===== src/rtl/seq_alu.sv =====
// seq_alu: registered width-generic ALU with start/busy/done handshake; shifts iterate per bit, mul is shift-add
module seq_alu #(
    parameter int WIDTH = 8,
    parameter int CNT_W = $clog2(WIDTH) + 1
) (
    input  logic             clk,
    input  logic             rst_n,
    input  logic             start,
    input  logic [3:0]       oper,
    input  logic [WIDTH-1:0] a_in,
    input  logic [WIDTH-1:0] b_in,
    input  logic [3:0]       flags_in,
    output logic             busy,
    output logic             done,
    output logic [WIDTH-1:0] out_lo,
    output logic [WIDTH-1:0] out_hi,
    output logic [3:0]       flags_out
);
    localparam int LOG_W = $clog2(WIDTH);
    localparam logic [3:0] OP_ADD = 4'h0, OP_ADC = 4'h1, OP_SUB = 4'h2, OP_SBC = 4'h3;
    localparam logic [3:0] OP_CMP = 4'h4, OP_AND = 4'h5, OP_ORR = 4'h6, OP_XOR = 4'h7;
    localparam logic [3:0] OP_INV = 4'h8, OP_NEG = 4'h9, OP_LSL = 4'hA, OP_LSR = 4'hB;
    localparam logic [3:0] OP_ASR = 4'hC, OP_ROL = 4'hD, OP_ROR = 4'hE, OP_MUL = 4'hF;
    localparam logic [WIDTH-1:0] MIN_NEG = {1'b1, {(WIDTH-1){1'b0}}};

    typedef enum logic [1:0] {IDLE, EXEC, FIN} state_t;

    state_t           state;
    logic [3:0]       op_r, flags_r, flags_n;
    logic [WIDTH-1:0] a_r, b_r, p_hi, bb, res;
    logic [WIDTH:0]   sum, mac;
    logic [CNT_W-1:0] cnt, n_in;
    logic             c_r, n0_r, cin, c_n, v_n, is_sr, is_sh_in, is_rot_in;

    assign is_sh_in  = oper inside {OP_LSL, OP_LSR, OP_ASR};
    assign is_rot_in = oper inside {OP_ROL, OP_ROR};
    // Shifts saturate at WIDTH, rotates wrap, mul always runs WIDTH steps
    assign n_in = is_sh_in ? ((b_in >= WIDTH'(WIDTH)) ? CNT_W'(WIDTH) : CNT_W'(b_in)) :
                  is_rot_in ? CNT_W'(b_in[LOG_W-1:0]) :
                  (oper == OP_MUL) ? CNT_W'(WIDTH) : '0;
    assign mac = {1'b0, p_hi} + {1'b0, (b_r[0] ? a_r : {WIDTH{1'b0}})};

    always_comb begin
        bb      = (op_r inside {OP_SUB, OP_SBC, OP_CMP}) ? ~b_r : b_r;
        cin     = (op_r inside {OP_SUB, OP_CMP}) | ((op_r inside {OP_ADC, OP_SBC}) & flags_r[0]);
        sum     = {1'b0, a_r} + {1'b0, bb} + {{WIDTH{1'b0}}, cin};
        res     = sum[WIDTH-1:0];
        c_n     = flags_r[0];
        v_n     = flags_r[3];
        is_sr   = (op_r >= OP_LSL) && (op_r != OP_MUL);
        case (op_r)
            OP_ADD, OP_ADC, OP_SUB, OP_SBC, OP_CMP: begin
                c_n = sum[WIDTH];
                v_n = (a_r[WIDTH-1] == bb[WIDTH-1]) && (res[WIDTH-1] != a_r[WIDTH-1]);
            end
            OP_AND: res = a_r & b_r;
            OP_ORR: res = a_r | b_r;
            OP_XOR: res = a_r ^ b_r;
            OP_INV: res = ~a_r;
            OP_NEG: begin
                res = -a_r;
                c_n = |a_r;
                v_n = (a_r == MIN_NEG);
            end
            OP_LSL, OP_LSR, OP_ASR: begin
                res = a_r;
                c_n = c_r;
            end
            OP_ROL, OP_ROR: res = a_r;
            default: res = b_r;
        endcase
        flags_n = (op_r == OP_MUL) ? {flags_r[3], p_hi[WIDTH-1], ~|{p_hi, b_r}, |p_hi} :
                  (is_sr && n0_r) ? flags_r :
                  {v_n, res[WIDTH-1], ~|res, c_n};
    end

    always_ff @(posedge clk or negedge rst_n) begin
        if (!rst_n) begin
            state     <= IDLE;
            busy      <= 1'b0;
            done      <= 1'b0;
            out_lo    <= '0;
            out_hi    <= '0;
            flags_out <= '0;
            op_r      <= '0;
            flags_r   <= '0;
            a_r       <= '0;
            b_r       <= '0;
            p_hi      <= '0;
            cnt       <= '0;
            c_r       <= 1'b0;
            n0_r      <= 1'b0;
        end else begin
            case (state)
                IDLE: if (start) begin
                    op_r    <= oper;
                    a_r     <= a_in;
                    b_r     <= b_in;
                    flags_r <= flags_in;
                    p_hi    <= '0;
                    c_r     <= 1'b0;
                    cnt     <= n_in;
                    n0_r    <= (n_in == '0);
                    busy    <= 1'b1;
                    state   <= EXEC;
                end
                EXEC: if (cnt != '0) begin
                    cnt <= cnt - 1'b1;
                    case (op_r)
                        OP_LSL: begin
                            a_r <= a_r << 1;
                            c_r <= a_r[WIDTH-1];
                        end
                        OP_LSR: begin
                            a_r <= a_r >> 1;
                            c_r <= a_r[0];
                        end
                        OP_ASR: begin
                            a_r <= {a_r[WIDTH-1], a_r[WIDTH-1:1]};
                            c_r <= a_r[0];
                        end
                        OP_ROL: a_r <= {a_r[WIDTH-2:0], a_r[WIDTH-1]};
                        OP_ROR: a_r <= {a_r[0], a_r[WIDTH-1:1]};
                        OP_MUL: begin
                            p_hi <= mac[WIDTH:1];
                            b_r  <= {mac[0], b_r[WIDTH-1:1]};
                        end
                        default: ;
                    endcase
                end else begin
                    out_lo    <= (op_r == OP_CMP) ? out_lo : res;
                    out_hi    <= (op_r == OP_MUL) ? p_hi : (op_r == OP_CMP) ? out_hi : '0;
                    flags_out <= flags_n;
                    busy      <= 1'b0;
                    done      <= 1'b1;
                    state     <= FIN;
                end
                FIN: begin
                    done  <= 1'b0;
                    state <= IDLE;
                end
                default: state <= IDLE;
            endcase
        end
    end
endmodule


===== config.mk =====
export PLATFORM = sky130hd
export DESIGN_NAME = seq_alu
export DESIGN_NICKNAME = d
export VERILOG_FILES = /design/src/rtl/seq_alu.sv
export SDC_FILE = /design/constraint.sdc
export NUM_CORES = 1
export LEC_CHECK = 0
export ABC_AREA = 1
export BUFFER_PORTS_ARGS = -buffer_cell sky130_fd_sc_hd__buf_2
export CORE_UTILIZATION = 55
export DETAILED_ROUTE_END_ITERATION = 8
export HOLD_SLACK_MARGIN = 0.15
export PLACE_DENSITY = 0.75
export SLEW_MARGIN = 20
export SYNTH_ARGS = -nofsm -noshare
export SYNTH_HDL_FRONTEND = slang
export SYNTH_SLANG_ARGS = --single-unit

===== constraint.sdc =====
create_clock -name clk -period 4 [get_ports clk]
set_input_delay 0.2 -clock clk [delete_from_list [all_inputs] [get_ports clk]]
set_output_delay 0.2 -clock clk [all_outputs]
set_load 0.05 [all_outputs]

==> results.sh <==
export IMPL_slew_violations=0
export IMPL_synth_most_common_cell="nand2_1"
export IMPL_core_area_um2=8260
export IMPL_cp_arrival_ns=3.49
export IMPL_synth_top_cell_area_share_pct=32.9
export IMPL_clock_path_buffers=2
export IMPL_ys_seq_elements=62
export IMPL_tightest_slew_ns=0.919
export IMPL_grt_pass1_wl_mm=22.5
export IMPL_syn_avg_cell_area_um2=7.33
export IMPL_startpoint="op_r[2]"
export IMPL_wirelength_mm=14.0
export IMPL_area_growth_pct=15.7
export IMPL_gp_congestion=0.979
export IMPL_start_util_pct=57.0
export IMPL_fin_crit_sh_pct=80.4
export IMPL_grt_use_total_pct=33.6
export IMPL_ir_worst_vdd_mv=0.624
export IMPL_seq_area_frac_synth_pct=32.9
export IMPL_syn_area_um2=4710
export IMPL_antenna_found_initial=0
export IMPL_rsz0062_at_grt="false"
export IMPL_status="completed"
export IMPL_r2r_start="op_r[2]"
export IMPL_drc=0
export IMPL_holdPathStages=3
export IMPL_drt_first_pass_iters=5
export IMPL_ant_nets=0
export IMPL_setup_viol=0
export IMPL_cts_sinks=62
export IMPL_synth_area_leader_cell="dfrtp_1"
export IMPL_clkSlewWorstSetupHoldPaths_ns=0.09
export IMPL_fin_crit_ns=3.22
export IMPL_syn_num_nets=707
export IMPL_yosysUniqueCellTypes=45
export IMPL_rr_worst_depth=19
export IMPL_diodes=0
export IMPL_power_density_nw_per_um2=1020
export IMPL_cp_slowest_cell="dfrtp_1"
export IMPL_grt_pass1_vias=4576
export IMPL_gr_total_overflow=0
export IMPL_power_mw=5.57
export IMPL_drt_vias_per_instance=5.72
export IMPL_die_w_um=94.5
export IMPL_clock_latency_ns=0.35
export IMPL_die_h_um=94.5
export IMPL_dp_hpwl_mm=10.6
export IMPL_synth_top_flop_cell="dfrtp_1"
export IMPL_slew_headroom_pct=38.6
export IMPL_grt_max_degree=35
export IMPL_path_delay_family="simple AND/OR/NAND/NOR gates"
export IMPL_vias=4675
export IMPL_cts_max_level=3
export IMPL_dp_slack_ns=0.839
export IMPL_synthCells=643
export IMPL_cp_num_cells=19
export IMPL_ios=49
export IMPL_finalSetupTns_ns=0
export IMPL_cp_max_fo=8
export IMPL_portBuffers=48
export IMPL_max_cap_violations=0
export IMPL_slowest_delay_ns=0.49
export IMPL_yosys_warnings=0
export IMPL_drive_above_1_share_pct=16.2
export IMPL_critPathRequiredTime_ns=4.28
export IMPL_worstPathCellList="inv_2, nor2_2, nand2_2, o21ai_2, buf_4, xor2_1, fa_1, fa_1, nand2_1, nand2_1, nand2_1, nand2_1, nand3_1, nand3_1, o21bai_2, nand2_1, nor2_1, nand4_1, a21oi_1"
export IMPL_root_buffer="clkbuf_8"
export IMPL_rows=33
export IMPL_r2r_setup_slack_ns=0.78
export IMPL_holdWs_ns=0.171
export IMPL_wl_per_cell_um=17.1
export IMPL_cp_start_kind="flop"
export IMPL_yosys_top_cells_count="nand2_1 (174), inv_1 (68), dfrtp_1 (62)"
export IMPL_cts_tree="built"
export IMPL_numCtsBuffers=9
export IMPL_synth_area_leaders="dfrtp_1 (33%), nand2_1 (14%), ha_1 (9.0%)"
export IMPL_fin_nets=771
export IMPL_r2r_end="flags_out[1]"
export IMPL_synth_edff_count=0
export IMPL_hold_violations=0
export IMPL_path_buf_inv=2
export IMPL_fmax_mhz=311
export IMPL_finClkSkew_ns=0.0133
export IMPL_hold_class="in -> reg"
export IMPL_dieArea_um2=8940
export IMPL_crit_top_cell="nand2_1"
export IMPL_fin_util_pct=66.0
export IMPL_crit_type="reg -> reg"
export IMPL_async_flop_share_pct=100
export IMPL_drt_iter0_markers=263
export IMPL_n_fill_cell=723
export IMPL_cp_end_kind="flop"
export IMPL_setup_ws_ns=0.785
export IMPL_p_leak_nw=2.85
export IMPL_cp_endpoint="flags_out[1]"
flip-flops by register name, indices dropped and copies added (netlist names), 2 cells and up:
name	cells
p_hi	8
cnt	4
state	2
a_r	8
b_r	8
out_hi	8
out_lo	8
op_r	4
flags_out	4
flags_r	4
layer usage:
metal  wire, um  up-vias  GRT usage [%]
met2       6570      174           55.1
met5          0        -              0
met1       5920     2191           41.2
li1           -     2266              -
met3        925       44           9.34
met4        546        0           14.8
how the worst min path moves through the flow:
stage	start	to
2_1_floorplan	rst_n	a_r[0]
4_1_cts	b_in[6]	b_r[6]
3_5_place_dp	rst_n	p_hi[2]
5_1_grt	b_in[3]	b_r[3]
3_3_place_gp	rst_n	p_hi[2]
6_report	b_in[6]	b_r[6]
stage by stage:
stage	cells	instance area [um2]
2_1_floorplan	643	4710
5_1_grt	817	5450
3_3_place_gp	784	5030
6_report	817	5450
3_5_place_dp	784	5030
4_1_cts	817	5450
cells in the final DEF (no fill, tap or decap), types with 4 or more instances in the layout:
cell type	instances
xor2_1	9
o211ai_1	15
buf_4	4
inv_1	68
nand2_4	4
ha_1	34
clkbuf_8	9
o22ai_1	9
o21ai_0	48
nand2_1	174
nand4_1	8
nor2_2	7
nand3_1	39
nor2_1	41
dlygate4sd3_1	17
o21ai_1	15
nand2_2	5
dfrtp_1	62
inv_2	14
o31ai_1	12
xnor2_1	4
nor2_4	4
buf_2	48
a21oi_1	21
what timing repair did:
item	CTS	global route
hold buffers	17	0
hold endpoints to repair	46	0
resized for setup	0	0
setup endpoints to repair	0	0
buffers inserted	0	0
where the power goes:
part	internal (mW)	leakage (nW)	total, mW	switching, mW
registers	0.887	0.785	1.22	0.334
clock network	0.424	0.126	0.718	0.294
logic	1.19	1.93	3.63	2.44
total	2.50	2.85	5.57	3.07
worst min-delay path, stage by stage:
cell and delay (ns):
buf_2 0.10, o211ai_1 0.09, o21ai_0 0.08
final cells by class:
cell class,count,area [um2],share of cell area (%)
repair buffers,69,440,8.08
inverters,82,308,5.65
flip-flops and latches,62,1550,28.5
well taps,105,131,2.41
multi-input cells,483,2770,50.8
clock inverters,7,128,2.34
clock buffers,9,124,2.27
cell families (layout without fill, tap and decap cells):
kind of cell             after synthesis  after routing  share of synthesized area [%]
AO/OA/AOI/OAI                        140            140                           18.5
XOR/XNOR                              13             13                           2.42
flip-flops                            62             62                           32.9
adder cells (fa/ha/maj)               37             37                           10.3
AND/OR/NAND/NOR                      293            293                           27.5
buffers and inverters                 98            167                           8.34
Power figures use the tool's default switching activity.
